==> src/rtl/tour_pkg.sv <==
// Shared types and move geometry for the knight's-tour engine.
package tour_pkg;

  typedef enum logic [2:0] {
    ST_IDLE,
    ST_INIT,
    ST_POSSIBLE,
    ST_MAKE,
    ST_BACKUP,
    ST_DONE,
    ST_FAIL
  } state_t;

  // One-hot move codes; candidates are tried from MOVE_0 upward.
  localparam logic [7:0] MOVE_0 = 8'h01;  // (+1,+2)
  localparam logic [7:0] MOVE_1 = 8'h02;  // (-1,+2)
  localparam logic [7:0] MOVE_2 = 8'h04;  // (-2,+1)
  localparam logic [7:0] MOVE_3 = 8'h08;  // (-2,-1)
  localparam logic [7:0] MOVE_4 = 8'h10;  // (-1,-2)
  localparam logic [7:0] MOVE_5 = 8'h20;  // (+1,-2)
  localparam logic [7:0] MOVE_6 = 8'h40;  // (+2,-1)
  localparam logic [7:0] MOVE_7 = 8'h80;  // (+2,+1)

  // Column offset of a one-hot move; zero for anything not one-hot.
  function automatic logic signed [2:0] dx(input logic [7:0] m);
    case (m)
      MOVE_0, MOVE_5: return 3'sd1;
      MOVE_1, MOVE_4: return -3'sd1;
      MOVE_2, MOVE_3: return -3'sd2;
      MOVE_6, MOVE_7: return 3'sd2;
      default:        return 3'sd0;
    endcase
  endfunction

  // Row offset of a one-hot move; zero for anything not one-hot.
  function automatic logic signed [2:0] dy(input logic [7:0] m);
    case (m)
      MOVE_0, MOVE_1: return 3'sd2;
      MOVE_2, MOVE_7: return 3'sd1;
      MOVE_3, MOVE_6: return -3'sd1;
      MOVE_4, MOVE_5: return -3'sd2;
      default:        return 3'sd0;
    endcase
  endfunction

endpackage

==> src/rtl/knight_tour_solver_if.sv <==
// Control/readback bundle between a host and the knight's-tour engine.
interface knight_tour_solver_if #(
  parameter int BOARD = 5
);
  localparam int COORD_W = $clog2(BOARD);
  localparam int IDX_W   = $clog2(BOARD * BOARD);

  logic               go;
  logic [COORD_W-1:0] x_start;
  logic [COORD_W-1:0] y_start;
  logic [IDX_W-1:0]   indx;
  logic [7:0]         move;
  logic               busy;
  logic               done;
  logic               fail;

  modport master (output go, x_start, y_start, indx, input move, busy, done, fail);
  modport slave  (input go, x_start, y_start, indx, output move, busy, done, fail);
endinterface

==> src/rtl/tour_move_gen.sv <==
// Legal-move mask for a knight at (x,y): target on the board and not yet visited.
module tour_move_gen
  import tour_pkg::*;
#(
  parameter  int BOARD   = 5,
  localparam int COORD_W = $clog2(BOARD),
  localparam int NSQ     = BOARD * BOARD,
  localparam int IDX_W   = $clog2(NSQ)
) (
  input  logic [COORD_W-1:0] x,
  input  logic [COORD_W-1:0] y,
  input  logic [NSQ-1:0]     visited,
  output logic [7:0]         legal
);
  localparam int CW1 = COORD_W + 1;

  for (genvar gi = 0; gi < 8; gi++) begin : g_dir
    localparam logic [7:0] DIR = 8'(1 << gi);
    logic signed [COORD_W:0] nx;
    logic signed [COORD_W:0] ny;
    logic                    inb;
    logic [IDX_W-1:0]        sq;

    // Signed target coordinate; overflow past the top wraps negative and is rejected.
    always_comb begin
      nx  = $signed({1'b0, x}) + CW1'(dx(DIR));
      ny  = $signed({1'b0, y}) + CW1'(dy(DIR));
      inb = !nx[COORD_W] && !ny[COORD_W] &&
            (int'(nx[COORD_W-1:0]) < BOARD) && (int'(ny[COORD_W-1:0]) < BOARD);
      sq  = IDX_W'(int'(ny[COORD_W-1:0]) * BOARD + int'(nx[COORD_W-1:0]));
    end

    assign legal[gi] = inb & ~visited[sq];
  end
endmodule

==> src/rtl/knight_tour_solver.sv <==
// Knight's-tour engine: depth-first search with full backtracking and move-history readback.
module knight_tour_solver
  import tour_pkg::*;
#(
  parameter  int BOARD   = 5,
  localparam int COORD_W = $clog2(BOARD),
  localparam int NMOVES  = BOARD * BOARD - 1,
  localparam int IDX_W   = $clog2(BOARD * BOARD)
) (
  input logic clk,
  input logic rst_n,
  knight_tour_solver_if.slave bus
);
  localparam int NSQ = BOARD * BOARD;
  localparam int HW  = $clog2(NMOVES);

  state_t             state_reg, state_next;
  logic [NSQ-1:0]     visited;
  logic [7:0]         poss [NMOVES];
  logic [7:0]         hist [NMOVES];
  logic [IDX_W-1:0]   depth;
  logic [7:0]         try_move;
  logic [COORD_W-1:0] x, y;

  logic [7:0]         legal, cand, undo_move;
  logic [IDX_W-1:0]   depth_inc, depth_dec;
  logic [HW-1:0]      cur_slot, undo_slot;
  logic [COORD_W-1:0] fwd_x, fwd_y, back_x, back_y;
  logic               start_ok;

  function automatic logic [IDX_W-1:0] sq_of(input logic [COORD_W-1:0] cx,
                                             input logic [COORD_W-1:0] cy);
    return IDX_W'(int'(cy) * BOARD + int'(cx));
  endfunction

  tour_move_gen #(.BOARD(BOARD)) u_move_gen (
    .x       (x),
    .y       (y),
    .visited (visited),
    .legal   (legal)
  );

  assign cur_slot  = depth[HW-1:0];
  assign depth_inc = depth + IDX_W'(1);
  assign depth_dec = depth - IDX_W'(1);
  assign undo_slot = depth_dec[HW-1:0];
  assign cand      = try_move & poss[cur_slot];
  assign undo_move = hist[undo_slot];
  // Moves are known to land on the board, so modular COORD_W-bit arithmetic is exact.
  assign fwd_x     = x + COORD_W'(dx(try_move));
  assign fwd_y     = y + COORD_W'(dy(try_move));
  assign back_x    = x - COORD_W'(dx(undo_move));
  assign back_y    = y - COORD_W'(dy(undo_move));
  assign start_ok  = (int'(bus.x_start) < BOARD) && (int'(bus.y_start) < BOARD);

  assign bus.busy = (state_reg == ST_INIT) || (state_reg == ST_POSSIBLE) ||
                    (state_reg == ST_MAKE) || (state_reg == ST_BACKUP);
  assign bus.done = (state_reg == ST_DONE);
  assign bus.fail = (state_reg == ST_FAIL);
  assign bus.move = (bus.indx < IDX_W'(NMOVES)) ? hist[bus.indx[HW-1:0]] : 8'h00;

  // State register; reset drops straight back to IDLE.
  always_ff @(posedge clk or negedge rst_n) begin
    if (!rst_n) state_reg <= ST_IDLE;
    else        state_reg <= state_next;
  end

  // Next-state decision for the search walk.
  always_comb begin
    state_next = state_reg;
    case (state_reg)
      ST_IDLE, ST_DONE, ST_FAIL: if (bus.go) state_next = ST_INIT;
      ST_INIT:     state_next = start_ok ? ST_POSSIBLE : ST_FAIL;
      ST_POSSIBLE: state_next = ST_MAKE;
      ST_MAKE: begin
        if (|cand)                  state_next = (depth_inc == IDX_W'(NMOVES)) ? ST_DONE : ST_POSSIBLE;
        else if (try_move != MOVE_7) state_next = ST_MAKE;
        else if (depth == '0)        state_next = ST_FAIL;
        else                         state_next = ST_BACKUP;
      end
      ST_BACKUP: begin
        if (undo_move == MOVE_7) state_next = (depth_dec == '0) ? ST_FAIL : ST_BACKUP;
        else                     state_next = ST_MAKE;
      end
      default: state_next = ST_IDLE;
    endcase
  end

  // Board, history and cursor updates for each search step.
  always_ff @(posedge clk or negedge rst_n) begin
    if (!rst_n) begin
      visited  <= '0;
      poss     <= '{default: 8'h00};
      hist     <= '{default: 8'h00};
      depth    <= '0;
      try_move <= '0;
      x        <= '0;
      y        <= '0;
    end else begin
      case (state_reg)
        ST_INIT: begin
          visited <= '0;
          poss    <= '{default: 8'h00};
          hist    <= '{default: 8'h00};
          depth   <= '0;
          x       <= bus.x_start;
          y       <= bus.y_start;
          if (start_ok) visited[sq_of(bus.x_start, bus.y_start)] <= 1'b1;
        end
        ST_POSSIBLE: begin
          poss[cur_slot] <= legal;
          try_move       <= MOVE_0;
        end
        ST_MAKE: begin
          if (|cand) begin
            x                            <= fwd_x;
            y                            <= fwd_y;
            visited[sq_of(fwd_x, fwd_y)] <= 1'b1;
            hist[cur_slot]               <= try_move;
            depth                        <= depth_inc;
          end else if (try_move != MOVE_7) begin
            try_move <= try_move << 1;
          end
        end
        ST_BACKUP: begin
          visited[sq_of(x, y)] <= 1'b0;
          depth                <= depth_dec;
          x                    <= back_x;
          y                    <= back_y;
          hist[undo_slot]      <= 8'h00;
          if (undo_move != MOVE_7) try_move <= undo_move << 1;
        end
        default: ;
      endcase
    end
  end
endmodule

==> src/flat_wrapper.sv <==
// flat-port wrapper written by rule: the top's interface ports become plain ports
module knight_tour_solver_flat import tour_pkg::*;
#(
  parameter  int BOARD   = 5,
  localparam int COORD_W = $clog2(BOARD),
  localparam int NMOVES  = BOARD * BOARD - 1,
  localparam int IDX_W   = $clog2(BOARD * BOARD)
)
  (clk, rst_n, bus_go, bus_x_start, bus_y_start, bus_indx, bus_move, bus_busy, bus_done, bus_fail);
  knight_tour_solver_if #(.BOARD(BOARD)) bus_i ();
  input logic clk;
  input logic rst_n;
  input wire logic [$bits(bus_i.go)-1:0] bus_go;
  input wire logic [$bits(bus_i.x_start)-1:0] bus_x_start;
  input wire logic [$bits(bus_i.y_start)-1:0] bus_y_start;
  input wire logic [$bits(bus_i.indx)-1:0] bus_indx;
  output wire logic [$bits(bus_i.move)-1:0] bus_move;
  output wire logic [$bits(bus_i.busy)-1:0] bus_busy;
  output wire logic [$bits(bus_i.done)-1:0] bus_done;
  output wire logic [$bits(bus_i.fail)-1:0] bus_fail;
  assign bus_i.go = bus_go;
  assign bus_i.x_start = bus_x_start;
  assign bus_i.y_start = bus_y_start;
  assign bus_i.indx = bus_indx;
  assign bus_move = bus_i.move;
  assign bus_busy = bus_i.busy;
  assign bus_done = bus_i.done;
  assign bus_fail = bus_i.fail;
  knight_tour_solver #(.BOARD(BOARD)) u_core (.clk(clk), .rst_n(rst_n), .bus(bus_i));
endmodule
==> config.mk <==
export PLATFORM = sky130hd
export DESIGN_NAME = knight_tour_solver_flat
export DESIGN_NICKNAME = d
export VERILOG_FILES = /design/src/rtl/tour_pkg.sv /design/src/rtl/knight_tour_solver_if.sv /design/src/rtl/tour_move_gen.sv /design/src/rtl/knight_tour_solver.sv /design/src/flat_wrapper.sv
export SDC_FILE = /design/constraint.sdc
export NUM_CORES = 1
export LEC_CHECK = 0
export ABC_AREA = 1
export BUFFER_PORTS_ARGS = -buffer_cell sky130_fd_sc_hd__buf_2
export CORE_MARGIN = 5
export CORE_UTILIZATION = 25
export CTS_CLUSTER_SIZE = 20
export DETAILED_ROUTE_END_ITERATION = 10
export GPL_TIMING_DRIVEN = 0
export PLACE_DENSITY_LB_ADDON = 0.05
export SLEW_MARGIN = 20
export SYNTH_ARGS = -nofsm -noshare
export SYNTH_HDL_FRONTEND = slang
export SYNTH_SLANG_ARGS = --single-unit
==> constraint.sdc <==
create_clock -name clk -period 5.4 [get_ports clk]
set_input_delay 0.27 -clock clk [delete_from_list [all_inputs] [get_ports clk]]
set_output_delay 0.27 -clock clk [all_outputs]
set_load 0.02 [all_outputs]
==> qor.yml <==
status:
  status: "complete, no violations"
synthesis:
  synth_common_cells: "nand2_1, o21ai_0, inv_1"
  synth_top_cell_by_area: "dfrtp_1"
  syn_area_um2: 30400
  synth_top_cell_area_share: 0.355
  synth-simple-area-share: 0.223
  synth-edff-count: 0
  synth_area_per_cell_um2: 6.94
  synth_xor_xnor_area_share: 0.0124
  synth_seq_area_share: 0.355
  synth_compound_area_frac: 0.261
  yosys-mux-area-fraction: 0.00823
  yosysMostFrequentCell: "nand2_1"
  synth_top_family_by_area: "compound AO/OA/AOI/OAI gates"
  async_flop_share: 1.00
  synthCells: 4381
  synth_area_leaders: "dfrtp_1, nand2_1, o21ai_0"
  yosys.area_share.adder: 0.0357
  synth_cell_types: 52
  synth_fp_nets: 4475
  synth-main-ff-cell: "dfrtp_1"
  ys.warnings.count: 0
  ys_ff_latch: 431
critical_path:
  critPathBufInv: 9
  reg2reg_depth: 25
  critPathMaxFanout: 20
  required_ps: 5960
  slowest_delay_ps: 510
  cp-end-kind: "flop"
  cp_top_family: "buffers and inverters"
  timing_worst_setup_path_type: "reg -> reg"
  cp-startpoint: "u_core.cur_slot[0]"
  rrSetupSlack_ps: 130
  reg2reg_to: "u_core.y[2]"
  arrival_ps: 5830
  worst_r2r_startpoint: "u_core.cur_slot[0]"
  cp-start-kind: "flop"
  cp_slowest_cell: "buf_2"
timing:
  worst_clock_skew_ps: 51.5
  slew_headroom: 0.161
  setup_tns_ps: 0
  rsz0062_at_grt: "no"
  fin_crit_ps: 5270
  final_max_slew_viol_count: 0
  hold_viol: 0
  min_period_over_period: 0.976
  fmax_mhz: 190
  max_slew.worst_pin.slew_ps: 1250
  finalSetupViolations: 0
global_routing:
  grt_pass1_vias: 31900
  grt_antenna_before_repair: 3
  grt_max_degree: 78
  grt_pass1_wl_um: 240000
  grt_usage: 0.258
  overflow: 0
clock_network:
  cts-buffers-inserted: 60
  clk-insertion-delay-late_ps: 700
  clockRootBuffer: "clkbuf_16"
  htree_levels: 2
  cts_buffer_depth: 3
  clk_pin_slew_ps: 60
  clock-sinks: 431
  cts_tree: "done"
routing:
  drtIter0Drc: 2806
  wire_per_inst_um: 27.5
  vias: 32600
  wl_met1_um: 74700
  antenna_left: 0
  drc: 0
  wl_met3_um: 7570
  top_layer: "met4"
  dr.pass1.iters: 5
  viasPerCell: 5.30
  met2WireLength_um: 78400
  routed_wl_um: 169000
floorplan:
  die_h_um: 359
  initial_core_util: 0.251
  dieArea_um2: 129000
  die_w_um: 359
  rows: 128
  io_pins: 25
  core_um2: 121000
job:
  maxCapViolCount: 0
place:
  dpl.hpwl_um: 125000
  place.port_buffers: 21
  globalplace.congestion: 0.942
finish:
  utilization: 0.288
  fillers: 13500
  syn2layout_area_growth_pct: 14.7
  drive_gt1_frac: 0.0674
  nets: 4573
  reg_top3: "u_core.hist: 192 flops, u_core.poss: 192 flops, u_core.visited: 25 flops"
worst_hold_path:
  hold_class: "in -> reg"
  min_from: "bus_x_start[1]"
  whs_path_depth: 3
  hold_end: "u_core.x[1]"
-- metal layers --
layer  up-vias  GRT usage
met2      1063      0.426
met5         -          0
met4         0      0.116
met3       327     0.0265
met1     16100      0.340
li1      15100          -
-- layout by cell type, fill, tap and decap left out, types with 114 or more instances in the layout --
cell	n
o32ai_1	158
o21ai_1	166
clkbuf_1	182
inv_1	448
dfrtp_1	430
o22ai_1	114
nand3_1	277
nor2_1	252
o21ai_0	607
nand2_1	1042
a21oi_1	214
-- worst reg2reg max path, stage by stage, from the launching register on --
cell	delay (ps)
dfrtp_2	480
inv_2	70
buf_6	150
buf_12	180
buf_8	220
ha_1	280
clkbuf_1	260
buf_2	510
o21ai_0	250
o21ai_1	500
inv_1	90
nand2_1	80
nand2_1	80
nor2_4	120
nand2_2	100
nor2_2	170
nand3_1	180
nand3_1	170
ha_1	160
inv_1	50
fa_1	370
xnor2_1	240
inv_1	70
nand4_1	100
nand3_1	80
a21oi_1	220
-- logic make-up after synthesis --
family | count (synthesis)
buf+inv | 770
mux | 25
simple gates | 1654
xor+xnor | 43
compound gates | 1378
flops | 431
fa+ha+maj | 80
-- worst max path at each step --
stage                               endpoint  cells past startpoint
after floorplan           u_core.visited[15]                     24
after global placement      u_core.hist[168]                      1
after detailed placement         u_core.y[2]                     27
after CTS                        u_core.y[2]                     26
after global routing       u_core.visited[2]                     24
final                            u_core.y[2]                     25
-- through the flow --
stage | worst slack (ps) | std cells | cell area [um^2] | hold slack (ps)
after global placement | -6450 | 6027 | 32500 | 485
after detailed placement | -512 | 6034 | 32700 | 144
final | 132 | 6150 | 34900 | 45.9
after floorplan | 1480 | 4381 | 30400 | -25.6
after global routing | 15.9 | 6148 | 34900 | 48.5
after CTS | 18.5 | 6146 | 34800 | 0.659
-- cell type report --
class,count,area (um^2),area share
multi-input combinational,3180,16500,0.472
sequential,431,10800,0.309
tap,1625,2030,0.0583
clock buffer,87,1770,0.0508
inverter,462,1740,0.0499
buffer,307,1500,0.0429
timing repair buffer,37,365,0.0105
clock inverter,19,216,0.00621
antenna,2,5.00,0.000144
-- what timing repair did --
action	4_1_cts	5_1_grt
pin swaps	1	0
buffers inserted	2	2
hold endpoints to repair	234	0
gates resized for setup	11	25
endpoints found under the setup margin	8	44
hold buffers	4	0
Power is left out: the tool's default activity adds up to more than one toggle a clock period on the data nets, which glitch-free logic cannot reach.
